[config.mk]
export PLATFORM = sky130hd
export DESIGN_NAME = cs_resolver
export DESIGN_NICKNAME = d
export VERILOG_FILES = /design/src/rtl/cs_pkg.sv /design/src/rtl/cs_slice_adder.sv /design/src/rtl/cs_resolver.sv
export SDC_FILE = /design/constraint.sdc
export NUM_CORES = 1
export LEC_CHECK = 0
export CAP_MARGIN = 20
export CORE_UTILIZATION = 35
export CTS_CLUSTER_SIZE = 40
export DETAILED_ROUTE_END_ITERATION = 10
export PLACE_DENSITY = 0.64
export RECOVER_POWER = 100
export SYNTH_ARGS = -nofsm -noshare
export SYNTH_HDL_FRONTEND = slang
export SYNTH_SLANG_ARGS = --single-unit
[constraint.sdc]
create_clock -name clk -period 9.76 [get_ports clk]
set_input_delay 1.464 -clock clk [delete_from_list [all_inputs] [get_ports clk]]
set_output_delay 1.464 -clock clk [all_outputs]
set_load 0.02 [all_outputs]
[src/rtl/cs_pkg.sv]
// Shared types and sizing helpers for the sequential carry-save resolver.
package cs_pkg;

    typedef enum logic [1:0] {
        IDLE = 2'd0,
        RUN  = 2'd1,
        DONE = 2'd2
    } state_e;

    // Slice cycles needed to cover the WIDTH+3 bit result.
    function automatic int nslice(input int width, input int slice);
        return (width + 3 + slice - 1) / slice;
    endfunction

    function automatic int result_width(input int width);
        return width + 3;
    endfunction

endpackage

[src/rtl/cs_slice_adder.sv]
// One SLICE-bit step of the resolver: a + b + d + cin, with a 2-bit carry out (0..2).
module cs_slice_adder #(
    parameter int SLICE = 8
) (
    input  logic [SLICE-1:0] a,
    input  logic [SLICE-1:0] b,
    input  logic [SLICE-1:0] d,
    input  logic [1:0]       cin,
    output logic [SLICE-1:0] sum,
    output logic [1:0]       cout
);

    logic [SLICE+1:0] w_total;

    assign w_total = {2'b00, a} + {2'b00, b} + {2'b00, d} + {{SLICE{1'b0}}, cin};
    assign {cout, sum} = w_total;

endmodule

[src/rtl/cs_resolver.sv]
// Sequential carry-propagate back end: resolves s + 2c + 2cout one SLICE per cycle
// behind valid/ready handshakes on both sides.
module cs_resolver
    import cs_pkg::*;
#(
    parameter int WIDTH = 32,
    parameter int SLICE = 8
) (
    input  logic                            clk,
    input  logic                            rst,
    input  logic                            in_valid,
    output logic                            in_ready,
    input  logic [WIDTH-1:0]                s,
    input  logic [WIDTH-1:0]                c,
    input  logic [WIDTH-1:0]                cout,
    output logic                            out_valid,
    input  logic                            out_ready,
    output logic [result_width(WIDTH)-1:0]  result,
    output logic                            busy
);

    localparam int NSLICE = nslice(WIDTH, SLICE);
    localparam int RW     = result_width(WIDTH);
    localparam int TOT    = NSLICE * SLICE;
    localparam int CNT_W  = (NSLICE > 1) ? $clog2(NSLICE) : 1;
    localparam logic [CNT_W-1:0] LAST_CNT = CNT_W'(NSLICE - 1);

    state_e           r_state;
    state_e           w_state_next;
    logic [TOT-1:0]   r_a;
    logic [TOT-1:0]   r_b;
    logic [TOT-1:0]   r_d;
    logic [TOT-1:0]   r_acc;
    logic [1:0]       r_carry;
    logic [CNT_W-1:0] r_cnt;
    logic             w_accept;
    logic [SLICE-1:0] w_sum;
    logic [1:0]       w_carry;

    cs_slice_adder #(.SLICE(SLICE)) u_adder (
        .a    (r_a[SLICE-1:0]),
        .b    (r_b[SLICE-1:0]),
        .d    (r_d[SLICE-1:0]),
        .cin  (r_carry),
        .sum  (w_sum),
        .cout (w_carry)
    );

    // NOTE: sequential state uses non-blocking assignments so every register
    // samples pre-edge values, independent of process evaluation order.
    always_ff @(posedge clk or posedge rst) begin
        if (rst) r_state <= IDLE;
        else     r_state <= w_state_next;
    end

    // NOTE: every output of this block gets a default first, so no path can
    // leave one unassigned and infer a latch.
    always_comb begin
        w_state_next = r_state;
        in_ready     = 1'b0;
        out_valid    = 1'b0;
        busy         = 1'b0;
        unique case (r_state)
            IDLE: begin
                in_ready = 1'b1;
                if (in_valid) w_state_next = RUN;
            end
            RUN: begin
                busy = 1'b1;
                if (r_cnt == LAST_CNT) w_state_next = DONE;
            end
            DONE: begin
                out_valid = 1'b1;
                in_ready  = out_ready;
                if (out_ready) w_state_next = in_valid ? RUN : IDLE;
            end
            default: w_state_next = IDLE;
        endcase
    end

    assign w_accept = in_valid & in_ready;

    // Operands are zero-extended; c and cout carry weight 2, hence the shifted-in zero.
    always_ff @(posedge clk or posedge rst) begin
        if (rst) begin
            r_a     <= '0;
            r_b     <= '0;
            r_d     <= '0;
            r_acc   <= '0;
            r_carry <= '0;
            r_cnt   <= '0;
        end else if (w_accept) begin
            r_a     <= {{(TOT - WIDTH){1'b0}}, s};
            r_b     <= {{(TOT - WIDTH - 1){1'b0}}, c, 1'b0};
            r_d     <= {{(TOT - WIDTH - 1){1'b0}}, cout, 1'b0};
            r_carry <= '0;
            r_cnt   <= '0;
        end else if (r_state == RUN) begin
            r_a     <= r_a >> SLICE;
            r_b     <= r_b >> SLICE;
            r_d     <= r_d >> SLICE;
            r_acc   <= {w_sum, r_acc[TOT-1:SLICE]};
            r_carry <= w_carry;
            r_cnt   <= r_cnt + CNT_W'(1);
        end
    end

    assign result = r_acc[RW-1:0];

    a_final_carry_zero: assert property (@(posedge clk) disable iff (rst)
        (r_state == RUN && r_cnt == LAST_CNT) |=> (r_carry == 2'b00));

    generate
        if (TOT > RW) begin : g_upper_zero
            a_upper_bits_zero: assert property (@(posedge clk) disable iff (rst)
                (r_state == DONE) |-> (r_acc[TOT-1:RW] == '0));
        end
    endgenerate

endmodule

==> impl_metrics.py, run 1 <==
metrics = {
    "outcome": {
        "status": "finished, violations left",
        "violations": "max-capacitance violations, max-slew violations",
    },
    "timing": {
        "drv_slew": 178,
        "setup_viol": 0,
        "max_freq_ghz": 0.1660,
        "fin_ws_ns": 3.735,
        "whs_ns": 0.4594,
        "rsz0062_at_grt": "no",
        "tightest_slew_ns": 3.948,
        "setup_tns_ns": 0,
        "fin_crit_sh_pct": 61.73,
        "finalCriticalPeriod_ns": 6.025,
        "skew_ns": 0.008684,
        "final-hold-violation-count": 0,
        "relSlewSlack_pct": -164.7,
    },
    "clock_tree": {
        "path_clk_slew_ns": 0.06,
        "hold_buffers": 0,
        "cts-root-buf": "clkbuf_16",
        "clock-sinks": 145,
        "cts_setup_buffers": 0,
        "ctsResizeCount": 0,
        "cts_htree_levels": 4,
        "insertion_delay_ns": 0.42,
        "cts_buffers": 17,
        "clock_path_buffers": 2,
        "tritoncts": "yes",
    },
    "place": {
        "dp_slack_ns": 5.398,
        "place_congestion": 0.8070,
        "hpwl_um": 9707,
        "io_buffer_count": 137,
        "placed_cells": 1088,
    },
    "die": {
        "fp.dieArea_sq_mm": 0.02040,
        "core-area_sq_mm": 0.01946,
        "rows": 51,
        "fp.dieW_um": 142.8,
        "start_util_pct": 35.67,
        "io_pins": 138,
        "die_y_um": 142.8,
    },
    "drt": {
        "dr.pass1.iters": 4,
        "wl_per_cell_um": 13.57,
        "drc_errors": 0,
        "vias": 5280,
        "drt_wl_total_um": 15200,
        "antenna_left": 0,
        "via_per_inst": 4.714,
        "drt_iter0_markers": 323,
    },
    "final_layout": {
        "num-fill-cells": 1937,
        "final_nets": 971,
        "area_growth_pct": 26.51,
        "diodes": 0,
        "final_cells": 1120,
        "multi_input_area_sq_mm": 0.002800,
        "drive_above_1_share_pct": 4.561,
        "seqCellArea_sq_mm": 0.003628,
    },
    "worst_setup_path": {
        "reg2reg_to": "r_acc[39]",
        "r2r_slack_ns": 4.94,
        "rr_worst_depth": 6,
        "start_kind": "register",
        "critPathKind": "reg -> out",
        "worstReg2RegStart": "r_state[1]",
        "worstPathArrival_ns": 4.56,
        "critPathRequiredTime_ns": 8.30,
        "end_kind": "output pin",
        "worstPathMaxFanout": 86,
    },
    "pwr": {
        "ir_drop_mv": 0.1977,
        "p_per_area_mw_per_mm2": 374.9,
        "power_mw": 3.292,
        "leakagePower_nw": 4.228,
    },
    "synth": {
        "synth_compound_area_share_pct": 13.45,
        "synthAdderAreaFrac_pct": 5.479,
        "syn-num-nets": 888,
        "yosysSeqAreaShare_pct": 52.27,
        "synthCells": 760,
        "synth.cell_area_sq_mm": 0.006942,
        "synth-simple-area-share_pct": 19.38,
        "synth_xor_xnor_area_share_pct": 1.136,
        "synth_cell_types": 50,
        "syn-mean-instance-area_sq_um": 9.134,
        "muxShareOfSynthArea_pct": 0.8652,
        "ys.flop_type": "dfrtp_1",
        "yosys_warnings": 0,
        "synth_top_family_by_area": "simple AND/OR/NAND/NOR gates",
        "synth_seq_cells": 145,
        "async_flop_share_pct": 100.0,
        "synth-edff-count": 0,
    },
    "grt": {
        "grt.overflow.total": 0,
        "grt_max_degree": 120,
        "first_global_vias": 5093,
        "track_usage_pct": 16.24,
        "antenna_found_initial": 0,
        "grt_pass1_wl_um": 25650,
    },
    "worst_hold_path": {
        "min_to": "r_acc[28]",
        "holdPathStages": 2,
        "hold_start": "r_acc[36]",
        "min_path_type": "reg -> reg",
    },
    "run": {
        "cap_violations": 2,
    },
}
## logic make-up after synthesis
logic type / after synthesis
XOR/XNOR: 9
multiplexers: 6
AND/OR/NAND/NOR: 341
adder cells (fa/ha/maj): 28
buffers and inverters: 92
AO/OA/AOI/OAI: 139
flip-flops: 145
## worst max-delay path: stages, from the launching register on
cell	delay, ns
dfrtp_1	0.36
nand2b_1	2.57
inv_4	0.33
dlygate4sd3_1	0.88
## through the flow
stage / instance area, sq um / utilization, %
after global routing: 8782 / 45.12
after floorplan: 6942 / -
final: 8782 / 45.12
after CTS: 8781 / 45.12
after detailed placement: 8244 / 42.36
after global placement: 8244 / 42.36
## how the worst max path moves through the flow
stage	start	end	slack (ns)
after CTS	out_ready	in_ready	5.40
after detailed placement	out_ready	in_ready	5.40
after global routing	r_state[1]	busy	3.21
final	r_state[1]	busy	3.73
after floorplan	rst	r_a[0]	4.40
after global placement	out_ready	in_ready	5.42
## state kept, by name (all words and copies together) (netlist names)
name and cells:
r_b 33, r_acc 40, r_carry 2, r_state 2
r_d 33, r_a 32, r_cnt 3
## synth_stat cells, types with 4 or more instances
master,count,area [sq um]
buf_4,35,262.8
clkbuf_1,20,75.07
xor2_1,4,35.03
ha_1,24,300.3
a22oi_1,66,495.5
nand2_1,311,1167
a21oi_1,10,50.05
nor2_1,6,22.52
buf_1,4,15.01
o21ai_0,35,175.2
nand3_1,6,30.03
inv_1,12,45.04
dfrtp_1,145,3628
a211oi_1,4,30.03
buf_2,16,80.08
a21o_1,4,30.03
xnor2_1,5,43.79
mux2i_1,6,60.06
fa_1,4,80.08
## per-layer routing
layer / part of all wire, % / vias to the layer above / GRT usage [%]
met3: 5.4 / 8 / 4.930
met2: 47 / 125 / 25.18
met1: 47 / 2475 / 21.42
met4: 0.88 / 0 / 5.772
li1: - / 2672 / -
met5: 0 / - / 0
## where the power goes
| part | internal [mW] | leakage (nW) | switching [mW] |
|---|---|---|---|
| combinational | 0.691 | 2.12 | 0.982 |
| sequential | 0.869 | 1.85 | 0.149 |
| clock | 0.355 | 0.261 | 0.246 |
## cell type report
type / instances / area share, %
clock buffers: 22 / 5.172
clock inverters: 9 / 0.9403
inverters: 14 / 0.6411
multi-input cells: 523 / 31.88
flip-flops and latches: 145 / 41.32
well taps: 265 / 3.775
repair buffers: 142 / 16.27
## cells in the final DEF, fill, tap and decap left out, types with 3 or more instances in the layout
| cell | count |
|---|---|
| ha_1 | 24 |
| xnor2_1 | 5 |
| nand2_1 | 311 |
| a21o_1 | 4 |
| o21ai_0 | 38 |
| nand3_1 | 6 |
| a21oi_1 | 10 |
| a31oi_1 | 3 |
| fa_1 | 4 |
| clkbuf_1 | 4 |
| a211oi_1 | 4 |
| xor2_1 | 4 |
| nor2_1 | 6 |
| clkinv_2 | 4 |
| buf_4 | 4 |
| inv_1 | 11 |
| dlygate4sd3_1 | 39 |
| a22oi_1 | 66 |
| mux2i_1 | 6 |
| clkbuf_16 | 17 |
| clkdlybuf4s50_1 | 98 |
| dfrtp_1 | 145 |
Power figures use the tool's default switching activity.
==> run 2: changes to the inputs <==
==> constraint.sdc (replaced) <==
create_clock -name clk -period 6.15 [get_ports clk]
set_input_delay 0.9225 -clock clk [delete_from_list [all_inputs] [get_ports clk]]
set_output_delay 0.9225 -clock clk [all_outputs]
set_load 0.02 [all_outputs]
==> impl_metrics.py, run 2 (synthesis results as in run 1) <==
metrics = {
    "clock_tree": {
        "cts_setup_buffers": 0,
        "path_clk_slew_ns": 0.06,
        "cts_htree_levels": 4,
        "ctsResizeCount": 0,
        "cts_buffers": 17,
        "insertion_delay_ns": 0.42,
        "clock_path_buffers": 2,
        "tritoncts": "yes",
        "hold_buffers": 0,
        "clock-sinks": 145,
        "cts-root-buf": "clkbuf_16",
    },
    "final_layout": {
        "most-common-layout-cells": "nand2_1 (311), dfrtp_1 (145), clkdlybuf4s50_1 (97)",
        "num-fill-cells": 1901,
        "final_design_area_no_fill_sq_mm": 0.008850,
        "reg_top3": "r_acc (40), r_b (33), r_d (33)",
        "multi_input_area_sq_mm": 0.002818,
        "regMostFlops": "r_acc",
        "area_growth_pct": 27.49,
        "layout_commonest_cell": "nand2_1",
        "drive_above_1_share_pct": 4.801,
        "seqCellArea_sq_mm": 0.003628,
        "final_nets": 971,
        "postLayoutCoreUtil_pct": 45.47,
        "diodes": 0,
        "largest_register_ffs": 40,
    },
    "worst_setup_path": {
        "critPathRequiredTime_ns": 6.50,
        "crit_cells": 6,
        "crit_buf_inv": 2,
        "critPathKind": "in -> reg",
        "worstPathMaxFanout": 88,
        "start_kind": "input pin",
        "worst_path_max_delay_cell": "and3_1",
        "cp_slowest_stage_delay_ns": 2.14,
        "rr_worst_depth": 5,
        "end_kind": "register",
        "crit_family": "simple AND/OR/NAND/NOR gates",
        "worstPathArrival_ns": 4.76,
        "cp_cell_sequence": "dlygate4sd3_1, nand2b_1, and3_1, buf_4, a22oi_1, nand2_1",
    },
    "drt": {
        "drt_iter0_markers": 312,
        "wl_per_cell_um": 13.83,
        "drc_errors": 0,
        "drt_wl_total_um": 15480,
        "via_per_inst": 4.742,
        "dr.pass1.iters": 4,
        "vias": 5306,
        "antenna_left": 0,
    },
    "timing": {
        "setup_tns_ns": 0,
        "rsz0062_at_grt": "no",
        "max_freq_ghz": 0.2268,
        "whs_ns": 0.4642,
        "finalCriticalPeriod_ns": 4.409,
        "drv_slew": 188,
        "relSlewSlack_pct": -91.07,
        "fin_ws_ns": 1.741,
        "final-hold-violation-count": 0,
        "skew_ns": 0.01000,
        "tightest_slew_ns": 2.866,
        "setup_viol": 0,
        "fin_crit_sh_pct": 71.69,
    },
    "place": {
        "hpwl_um": 9992,
        "place_congestion": 0.7990,
        "dp_slack_ns": 2.746,
        "placed_cell_area_sq_mm": 0.008244,
        "io_buffer_count": 137,
    },
    "die": {
        "start_util_pct": 35.67,
        "core-area_sq_mm": 0.01946,
        "rows": 51,
        "die_y_um": 142.8,
        "fp.dieArea_sq_mm": 0.02040,
        "fp.dieW_um": 142.8,
        "io_pins": 138,
    },
    "run": {
        "cap_violations": 2,
    },
    "grt": {
        "grt_pass1_wl_um": 25610,
        "track_usage_pct": 16.23,
        "grt_max_degree": 108,
        "grt.overflow.total": 0,
        "antenna_found_initial": 0,
        "first_global_vias": 5173,
    },
    "outcome": {
        "status": "finished, violations left",
        "violations": "max-capacitance violations, max-slew violations",
    },
    "worst_hold_path": {
        "min_path_type": "reg -> reg",
        "holdPathStages": 2,
    },
    "pwr": {
        "ir_drop_mv": 0.3060,
        "leakagePower_nw": 4.259,
        "p_per_area_mw_per_mm2": 604.7,
    },
}
run 2: where the power goes:
part           internal (mW)  switching [mW]  total (mW)
clock network          0.680           0.388        1.07
logic                   1.08            1.58        2.66
registers               1.38           0.247        1.63
run 2: final cells by class:
| cell class | instances | share of cell area, % |
|---|---|---|
| Clock buffer | 23 | 5.514 |
| Timing Repair Buffer | 142 | 15.86 |
| Multi-Input combinational cell | 523 | 31.84 |
| Clock inverter | 7 | 1.400 |
| Tap cell | 265 | 3.747 |
| Sequential cell | 145 | 41.00 |
| Inverter | 14 | 0.6362 |
run 2: final timing paths:
path                                 start    endpoint  slack (ns)
worst min register to register    r_acc[5]    r_acc[5]        0.46
worst max register to register  r_state[1]     r_d[12]        2.40
max in group asynchronous              rst      r_a[7]        1.97
worst max-delay path             out_ready     r_d[12]        1.74
min in group asynchronous              rst  r_state[0]        0.95
worst min-delay path              r_acc[5]    r_acc[5]        0.46
run 2: per-layer routing:
layer	track usage (%)	share of wire (%)
met5	0	0
met4	5.999	1.6
met2	24.43	46
met1	21.27	45
met3	5.969	6.7
run 2: worst min-delay path, cell delays in order (launching register included):
cell	delay [ns]
dfrtp_1	0.33
nand2_1	0.05
nand2_1	0.05
run 2: stage by stage:
stage,std cells,power [mW]
4_1_cts,1118,5.457
5_1_grt,1119,5.835
3_5_place_dp,1088,4.357
2_1_floorplan,760,3.728
3_3_place_gp,1088,4.294
6_report,1119,5.351
